### config.mk
export PLATFORM = sky130hd
export DESIGN_NAME = inst_fetch_resp
export DESIGN_NICKNAME = d
export VERILOG_FILES = /design/src/rtl/inst_fetch_resp_pkg.sv /design/src/rtl/inst_fetch_resp_line_buf.sv /design/src/rtl/inst_fetch_resp.sv
export SDC_FILE = /design/constraint.sdc
export NUM_CORES = 1
export LEC_CHECK = 0
export CORE_ASPECT_RATIO = 1.2
export CORE_MARGIN = 8
export CORE_UTILIZATION = 32
export CTS_BUF_LIST = sky130_fd_sc_hd__clkbuf_8
export CTS_CLUSTER_SIZE = 8
export DETAILED_ROUTE_END_ITERATION = 16
export PLACE_DENSITY = 0.61
export SYNTH_ARGS = -nofsm -noshare
export SYNTH_HDL_FRONTEND = slang
export SYNTH_SLANG_ARGS = --single-unit
### constraint.sdc
create_clock -name clk -period 2.8 [get_ports clk]
set_input_delay 0.56 -clock clk [delete_from_list [all_inputs] [get_ports clk]]
set_output_delay 0.56 -clock clk [all_outputs]
set_load 0.005 [all_outputs]
### src/rtl/inst_fetch_resp_pkg.sv
// Shared definitions for the instruction-fetch responder.
//   - default line size
//   - fill FSM state encoding
//   - common constants: ZeroWord, Enable, Valid, Invalid
package inst_fetch_resp_pkg;

    localparam int          LINE_WORDS_DEF = 4;
    localparam logic [31:0] ZeroWord       = 32'h0000_0000;
    localparam logic        Enable         = 1'b1;
    localparam logic        Valid          = 1'b1;
    localparam logic        Invalid        = 1'b0;

    typedef enum logic {
        ST_IDLE = 1'b0,
        ST_FILL = 1'b1
    } fill_state_e;

endpackage

### src/rtl/inst_fetch_resp_line_buf.sv
// Line buffer for the fetch responder.
// It holds LINE_WORDS data words and one valid bit per word.
// Ports:
//   clk, rst     clock; asynchronous active-low reset (clears the valid bits)
//   clear        invalidate every word (takes effect at the start of a new fill)
//   we           write enable
//   widx, wdata  write index and write data; the written word becomes valid
//   ridx         read index
//   rdata        combinational read data
//   rvalid       combinational valid bit of the word at ridx
module inst_fetch_resp_line_buf
    import inst_fetch_resp_pkg::*;
#(
    parameter int LINE_WORDS = LINE_WORDS_DEF,
    parameter int IDX_W      = $clog2(LINE_WORDS)
) (
    input  logic             clk,
    input  logic             rst,
    input  logic             clear,
    input  logic             we,
    input  logic [IDX_W-1:0] widx,
    input  logic [31:0]      wdata,
    input  logic [IDX_W-1:0] ridx,
    output logic [31:0]      rdata,
    output logic             rvalid
);

    logic [31:0]           words_q [LINE_WORDS];
    logic [LINE_WORDS-1:0] vld_q;

    // The data words have no reset. A word is only read once its valid bit
    // is set, and the valid bits are reset.
    always_ff @(posedge clk) begin
        if (we) begin
            words_q[widx] <= wdata;
        end
    end

    always_ff @(posedge clk or negedge rst) begin
        if (!rst) begin
            vld_q <= '0;
        end else if (clear) begin
            vld_q <= '0;
        end else if (we) begin
            vld_q[widx] <= Valid;
        end
    end

    assign rdata  = words_q[ridx];
    assign rvalid = vld_q[ridx];

endmodule

### src/rtl/inst_fetch_resp.sv
// Instruction-fetch responder.
// It serves (ce, pc) fetch requests from a single line buffer. On a miss it
// burst-fills the whole line from external memory, word 0 first, over a
// req/ack bus. While the requested word is not yet valid it asserts
// stallreq, so the PC stage holds.
// Ports:
//   clk, rst            clock; asynchronous active-low reset
//   ce, pc              fetch enable and fetch address (pc[1:0] ignored)
//   inst, stallreq      combinational fetch result and stall request
//   mem_req, mem_addr   registered memory read request and word address
//   mem_ack, mem_rdata  one-cycle acknowledge and the read data for it
//
// state   | meaning
// ST_IDLE | no fill in flight; a miss with ce=1 starts a fill
// ST_FILL | burst in flight; hits on words already landed are still served
module inst_fetch_resp
    import inst_fetch_resp_pkg::*;
#(
    parameter int LINE_WORDS = LINE_WORDS_DEF,
    parameter int IDX_W      = $clog2(LINE_WORDS)
) (
    input  logic        clk,
    input  logic        rst,
    input  logic        ce,
    input  logic [31:0] pc,
    output logic [31:0] inst,
    output logic        stallreq,
    output logic        mem_req,
    output logic [31:0] mem_addr,
    input  logic        mem_ack,
    input  logic [31:0] mem_rdata
);

    localparam int               TAG_W = 32 - IDX_W - 2;
    localparam logic [IDX_W-1:0] LAST  = IDX_W'(LINE_WORDS - 1);

    fill_state_e       state_q, state_d;
    logic [TAG_W-1:0]  line_tag_q, line_tag_d;
    logic [IDX_W-1:0]  cnt_q, cnt_d;
    logic              mem_req_q, mem_req_d;
    logic [31:0]       mem_addr_q, mem_addr_d;

    logic [TAG_W-1:0]  tag;
    logic [IDX_W-1:0]  idx;
    logic [31:0]       rd_word;
    logic              rd_valid;
    logic              hit;
    logic              buf_clear;
    logic              buf_we;
    logic              unused_pc_lsb;

    assign tag           = pc[31:IDX_W+2];
    assign idx           = pc[IDX_W+1:2];
    assign unused_pc_lsb = ^pc[1:0];

    inst_fetch_resp_line_buf #(
        .LINE_WORDS (LINE_WORDS),
        .IDX_W      (IDX_W)
    ) u_line_buf (
        .clk    (clk),
        .rst    (rst),
        .clear  (buf_clear),
        .we     (buf_we),
        .widx   (cnt_q),
        .wdata  (mem_rdata),
        .ridx   (idx),
        .rdata  (rd_word),
        .rvalid (rd_valid)
    );

    // Hits are honoured in either state, so a fetch can restart on a word
    // as soon as its beat has landed.
    assign hit      = ce & (tag == line_tag_q) & rd_valid;
    assign inst     = hit ? rd_word : ZeroWord;
    assign stallreq = ce & ~hit;
    assign mem_req  = mem_req_q;
    assign mem_addr = mem_addr_q;

    always_ff @(posedge clk or negedge rst) begin
        if (!rst) begin
            state_q    <= ST_IDLE;
            line_tag_q <= '0;
            cnt_q      <= '0;
            mem_req_q  <= 1'b0;
            mem_addr_q <= '0;
        end else begin
            state_q    <= state_d;
            line_tag_q <= line_tag_d;
            cnt_q      <= cnt_d;
            mem_req_q  <= mem_req_d;
            mem_addr_q <= mem_addr_d;
        end
    end

    always_comb begin
        state_d    = state_q;
        line_tag_d = line_tag_q;
        cnt_d      = cnt_q;
        mem_req_d  = mem_req_q;
        mem_addr_d = mem_addr_q;
        buf_clear  = 1'b0;
        buf_we     = 1'b0;

        unique case (state_q)
            ST_IDLE: begin
                if (ce && !hit) begin
                    line_tag_d = tag;
                    buf_clear  = Enable;
                    cnt_d      = '0;
                    mem_req_d  = 1'b1;
                    mem_addr_d = {tag, {IDX_W{1'b0}}, 2'b00};
                    state_d    = ST_FILL;
                end
            end
            ST_FILL: begin
                // The fill is never aborted by a pc change. A miss on another
                // line simply waits for this fill to complete.
                if (mem_ack) begin
                    buf_we = Enable;
                    if (cnt_q != LAST) begin
                        cnt_d      = cnt_q + 1'b1;
                        mem_addr_d = {line_tag_q, cnt_q + 1'b1, 2'b00};
                    end else begin
                        mem_req_d = 1'b0;
                        state_d   = ST_IDLE;
                    end
                end
            end
            default: state_d = ST_IDLE;
        endcase
    end

endmodule

Word level (Yosys, flattened, before mapping)
Memory sizes are Yosys's and may differ from the RTL's.
Index checks and enable logic that the tools add are counted.
{ "totals": {"out_inout_bits": 66, "rom_bits": 0, "memories": 1, "regBits": 68, "word_cells": 58, "latch_bits": 0, "ramBits": 128} }
{ "op_classes": {"multipliers": 0, "magnitude_cmp": 3, "n_eq_ne": 6, "n_shift": 0, "addsub": 1, "div": 0, "reduce_logical": 7, "mux": 28, "n_bitwise": 6} }
{ "memory_table": {"columns": ["memory", "depth", "word_bits", "rd", "rd_ports_with_merged_regs", "wr", "line", "text"], "rows": [
  ["u_line_buf.words_q", 4, 32, 1, 0, 1, "inst_fetch_resp_line_buf.sv:28", "logic [31:0] words_q [LINE_WORDS];"]
]} }
{ "op_table": {"columns": ["op", "n"], "rows": [
  ["32-bit two-way mux", 4],
  ["32-bit one-hot mux with 2 select lines", 1],
  ["28-bit == test", 1],
  ["1-bit two-way mux", 13],
  ["4-bit two-way mux", 2],
  ["2-bit != test, second input constant", 4],
  ["2-bit by 3-bit less-than comparator with 1-bit output, second input constant", 2],
  ["2-bit two-way mux", 3],
  ["3-bit AND reduction", 2],
  ["4-bit bitwise OR", 1],
  ["1-bit one-hot mux with 2 select lines", 2],
  ["2-bit one-hot mux with 2 select lines", 1],
  ["1-bit bitwise AND", 3],
  ["2-bit by 1-bit adder with 2-bit output, second input constant", 1],
  ["1-bit binary-select mux with 2-bit select", 1],
  ["1-bit demux with 2-bit select", 1],
  ["2-bit by 1-bit greater-or-equal comparator with 1-bit output, second input constant", 1],
  ["1-bit logical AND", 2],
  ["2-bit by 1-bit != test with 1-bit output, second input constant", 1],
  ["1-bit inverter", 2],
  ["2-bit AND reduction", 1],
  ["2-bit nonzero test", 1],
  ["1-bit zero test", 1]
]} }

Logic depth before layout (Yosys ltp)
{ "depth": {"word_depth": 8, "mapped_depth": 8, "depth_no_buf": 5} }

Cells and area by module
From an unflattened synthesis, not the netlist that was laid out.
{ "hier_totals": {"cells_unflattened": 468, "area_unflattened_um2": 7916.3} }
{ "modules_own_cells": {"columns": ["module", "cells_each", "n_inst", "seq_area_each_um2", "area_each_um2"], "rows": [
  ["inst_fetch_resp_line_buf", 184, 1, 3943.8, 4862.2],
  ["inst_fetch_resp", 284, 1, 1501.4, 3054.2]
]} }

Worst setup path before layout
No wires, ideal clock.
{ "synth_timing": {"path_type": "input-to-output", "startpoint": "in pc[5]", "endpoint": "out stallreq", "arrival_time_ns": 2.302, "t_required_ns": 2.240, "n_path_buf": 3, "path_slack_ns": -0.062, "cell_stages": 8, "path_cell_list": "xnor2_1 > nand4_1 > or4_4 > or3_1 > buf_2 > buf_6 > buf_6 > and2_1"} }
{ "synth_between": {"elab_chain_len": 5} }
{ "synth_lines": {"columns": ["element", "line", "text"], "rows": [
  ["start: declaration", "inst_fetch_resp.sv:25", "input logic [31:0] pc,"],
  ["28-bit == test", "inst_fetch_resp.sv:73", "assign hit = ce & (tag == line_tag_q) & rd_valid;"],
  ["1-bit bitwise AND (2 in series)", "inst_fetch_resp.sv:73", null],
  ["1-bit inverter", "inst_fetch_resp.sv:75", "assign stallreq = ce & ~hit;"],
  ["1-bit bitwise AND", "inst_fetch_resp.sv:75", null],
  ["end: declaration", "inst_fetch_resp.sv:27", "output logic stallreq,"]
]} }
Every way passes these cells.

Final worst setup path
{ "layout_timing": {"startpoint": "in pc[16]", "endpoint": "out inst[30]"} }
{ "layout_between": {"elab_chain_len": 4} }
{ "layout_lines": {"columns": ["element", "line", "text"], "rows": [
  ["28-bit == test", "inst_fetch_resp.sv:73", null],
  ["1-bit bitwise AND (2 in series)", "inst_fetch_resp.sv:73", null],
  ["32-bit two-way mux", "inst_fetch_resp.sv:74", "assign inst = hit ? rd_word : ZeroWord;"],
  ["end: declaration", "inst_fetch_resp.sv:26", "output logic [31:0] inst,"]
]} }
Every way passes these cells.

==> impl_results.md <==
- Status: finished with violations
- Violated checks: negative setup slack
- Initial antenna violation count: 2
- Post-layout minimum cycle time: 3.29 ns
- Largest stage delay, worst path: 0.47 ns
- Worst ir drop on vdd: 363 uV
- Synth Register Bits: 192
- Hold EP: mem_req
- Routed len/inst: 19.4 um
- RSZ-0062 raised after global routing: yes
- Die area: 33900 um^2
- Remaining antenna violation count: 0
- Final nets: 959
- Maxcap violations: 0
- Max Freq: 0.304 GHz
- CP Launch Point: pc[16]
- Fin. Hold Viols: 0
- Startpoint Class: input port
- Mapped Avg Cell Area: 12.8 um^2
- CTS tree: done
- Area growth from synthesis to layout: 31.5%
- CTS buffer count: 17
- Clock-pin slew on the worst setup and hold paths: 0.08 ns
- Worst Reg2Reg Path Length in Cells: 8
- Vias: 6420
- CP cell instances: clkdlybuf4s50_1 > xor2_1 > nor4_2 > nand3_1 > or3_4 > buf_12 > clkbuf_16 > nor2b_1 > buf_2
- Mapped Cells: 704
- DP HPWL: 15900 um
- RR Startpoint: line_tag_q[2]
- Clk root buf: clkbuf_8
- Post-placement worst setup slack: -1.17 ns
- Fin area: 11900 um^2
- Synth Cell Area: 9020 um^2
- Slew HR: 0.666
- Placement Cell Area: 11300 um^2
- Most frequent cells in the layout: 128 x edfxtp_1, 80 x clkdlybuf4s50_1, 68 x buf_4
- Global-route wire length before repair: 38600 um
- Non-filler cells, final: 1278
- Crit path max-delay cell type: or3_4
- # diodes: 0
- Vias in the first global route: 6777
- Die width: 169 um
- Total grt overflow: 0
- Worst skew pair latency: 0.48 ns
- Worst-path fanout max: 4
- Total wire length: 24700 um
- Share of cells above drive strength 1: 0.264
- Most common cell after layout, fill and taps aside: edfxtp_1
- CP Capture Type: output port
- Hold_sp: mem_req
- R2R Path End: mem_addr[7]
- Sinks on Clock Net: 192
- Starting DRC count in detailed routing: 374
- Worst EP required: 2.24 ns
- Placed insts: 1234
- Hold Path Class: reg -> reg
- Clk_skew: 0.0295 ns
- Largest net degree at the start of global routing: 57
- Gr usage total: 0.148
- Setup TNS: -14.67 ns
- Drt via density: 5.02
- Period utilisation layout: 1.18
- Yosys cell types: 38
- Worst Path Arrival: 2.73 ns
- Slew @ Worst Pin: 0.501 ns
- WS Path Type: in -> out
- R2r setup slk: 0.12 ns
- Row count: 67
- Max Slew Vio Count: 0
- Pleak: 4.64 nW
- Drt pass-1 iters: 7
- Port bufs: 129
- Pwr/cell area: 834 nW/um^2
- DR DRC count: 0
- Hold path cells: 2
- Maximum buffer depth of the clock tree: 2
- Synth Warn #: 0
- Top Ports: 134
- Setup ws final: -0.493 ns
- Register area share after synthesis: 0.603
- Core area: 27800 um^2
- Final GP Congestion: 0.786
- H-tree Lvls: 4
- Starting density of the core: 0.324
- Die height: 200 um
- Final setup vio count: 33
[synthesized netlist by cell type]
| cell type | number | area (um^2) |
|---|---|---|
| buf_4 | 3 | 22.5 |
| nand2_1 | 62 | 233 |
| inv_1 | 31 | 116 |
| o21ai_0 | 29 | 145 |
| o2bb2ai_1 | 1 | 8.76 |
| nand4_1 | 34 | 213 |
| buf_12 | 1 | 20.0 |
| or4_1 | 1 | 7.51 |
| and2_1 | 30 | 188 |
| or4_4 | 1 | 11.3 |
| a221oi_1 | 16 | 140 |
| a31oi_1 | 1 | 6.26 |
| mux4_2 | 33 | 743 |
| a2bb2oi_1 | 4 | 35.0 |
| nor2_1 | 29 | 109 |
| nor4_1 | 4 | 25.0 |
| conb_1 | 1 | 3.75 |
| buf_1 | 1 | 3.75 |
| and3_1 | 33 | 206 |
| nand3_1 | 30 | 150 |
| nor3_1 | 1 | 5.00 |
| xor2_1 | 15 | 131 |
| buf_2 | 4 | 20.0 |
| a22oi_1 | 28 | 210 |
| o41ai_4 | 1 | 27.5 |
| a221oi_2 | 12 | 180 |
| nor2b_1 | 33 | 206 |
| nand2b_1 | 2 | 12.5 |
| edfxtp_1 | 128 | 3840 |
| a22o_1 | 1 | 8.76 |
| clkbuf_1 | 47 | 176 |
| a21oi_1 | 1 | 5.00 |
| or3_1 | 1 | 6.26 |
| dfrtp_1 | 64 | 1600 |
| ha_1 | 4 | 50.1 |
| or2_2 | 1 | 6.26 |
| xnor2_1 | 14 | 123 |
| buf_6 | 2 | 22.5 |
[registers in the layout, summed over array words and instances, names as in the netlist]
register	flops
line_tag_q	28
cnt_q	1
u_line_buf.vld_q	4
u_line_buf.words_q	128
mem_addr	29
state_q	1
mem_req	1
[final cells by class]
type | instances | area, um^2
fillers | 2662 | 16000
flip-flops and latches | 192 | 5450
multi-input cells | 424 | 3390
repair buffers | 221 | 2050
well taps | 379 | 474
clock buffers | 17 | 234
clock inverters | 14 | 156
inverters | 31 | 116
[logic make-up after synthesis]
kind of cell             Yosys count  share of synthesized area
AND/OR/NAND/NOR                  262                      0.153
flip-flops                       192                      0.603
AO/OA/AOI/OAI                     94                     0.0850
buffers and inverters             89                     0.0423
multiplexers                      33                     0.0824
XOR/XNOR                          29                     0.0281
adder cells (fa/ha/maj)            4                    0.00555
other                              1                   0.000416
[worst max-delay path: cells and delay by family]
kind | cells | cell delay (ns)
buffers and inverters | 4 | 0.88
AND/OR/NAND/NOR | 4 | 1.09
XOR/XNOR | 1 | 0.20
[metal layers]
layer  GRT usage  share of wire  wire length, um
met2       0.260           0.51            12600
met5           0        0.00036                9
met1       0.176           0.42            10400
met3      0.0388          0.053             1310
met4      0.0456          0.017              419
[through the flow]
step                      power, mW  hold slack, ns  utilization
after detailed placement       8.10           0.512        0.407
after global placement         8.01           0.513        0.407
after global routing           10.5           0.556        0.426
after floorplan                6.29           0.264            -
after CTS                      10.0           0.523        0.423
final                          9.90           0.524        0.426
[repair_timing]
item	in CTS	in global routing
pin swaps	9	6
hold buffers	1	0
setup buffers	11	1
gates cloned	0	1
resized for setup	170	16
endpoints found under the hold margin	7	0
setup endpoints to repair	47	40
[worst max-delay path by stage]
| stage | end | slack [ns] | cells after the start |
|---|---|---|---|
| 2_1_floorplan | stallreq | 0.005 | 8 |
| 3_3_place_gp | stallreq | -1.16 | 8 |
| 3_5_place_dp | inst[27] | -1.17 | 8 |
| 4_1_cts | inst[31] | -0.59 | 8 |
| 5_1_grt | inst[0] | -0.57 | 8 |
| 6_report | inst[30] | -0.49 | 9 |
[report_power, final]
| part | switching, mW | internal [mW] | total, mW |
|---|---|---|---|
| clock | 1.04 | 0.803 | 1.84 |
| combinational | 1.76 | 2.00 | 3.76 |
| sequential | 0.449 | 3.85 | 4.30 |
| total | 3.24 | 6.66 | 9.90 |
Power figures use the tool's default switching activity.
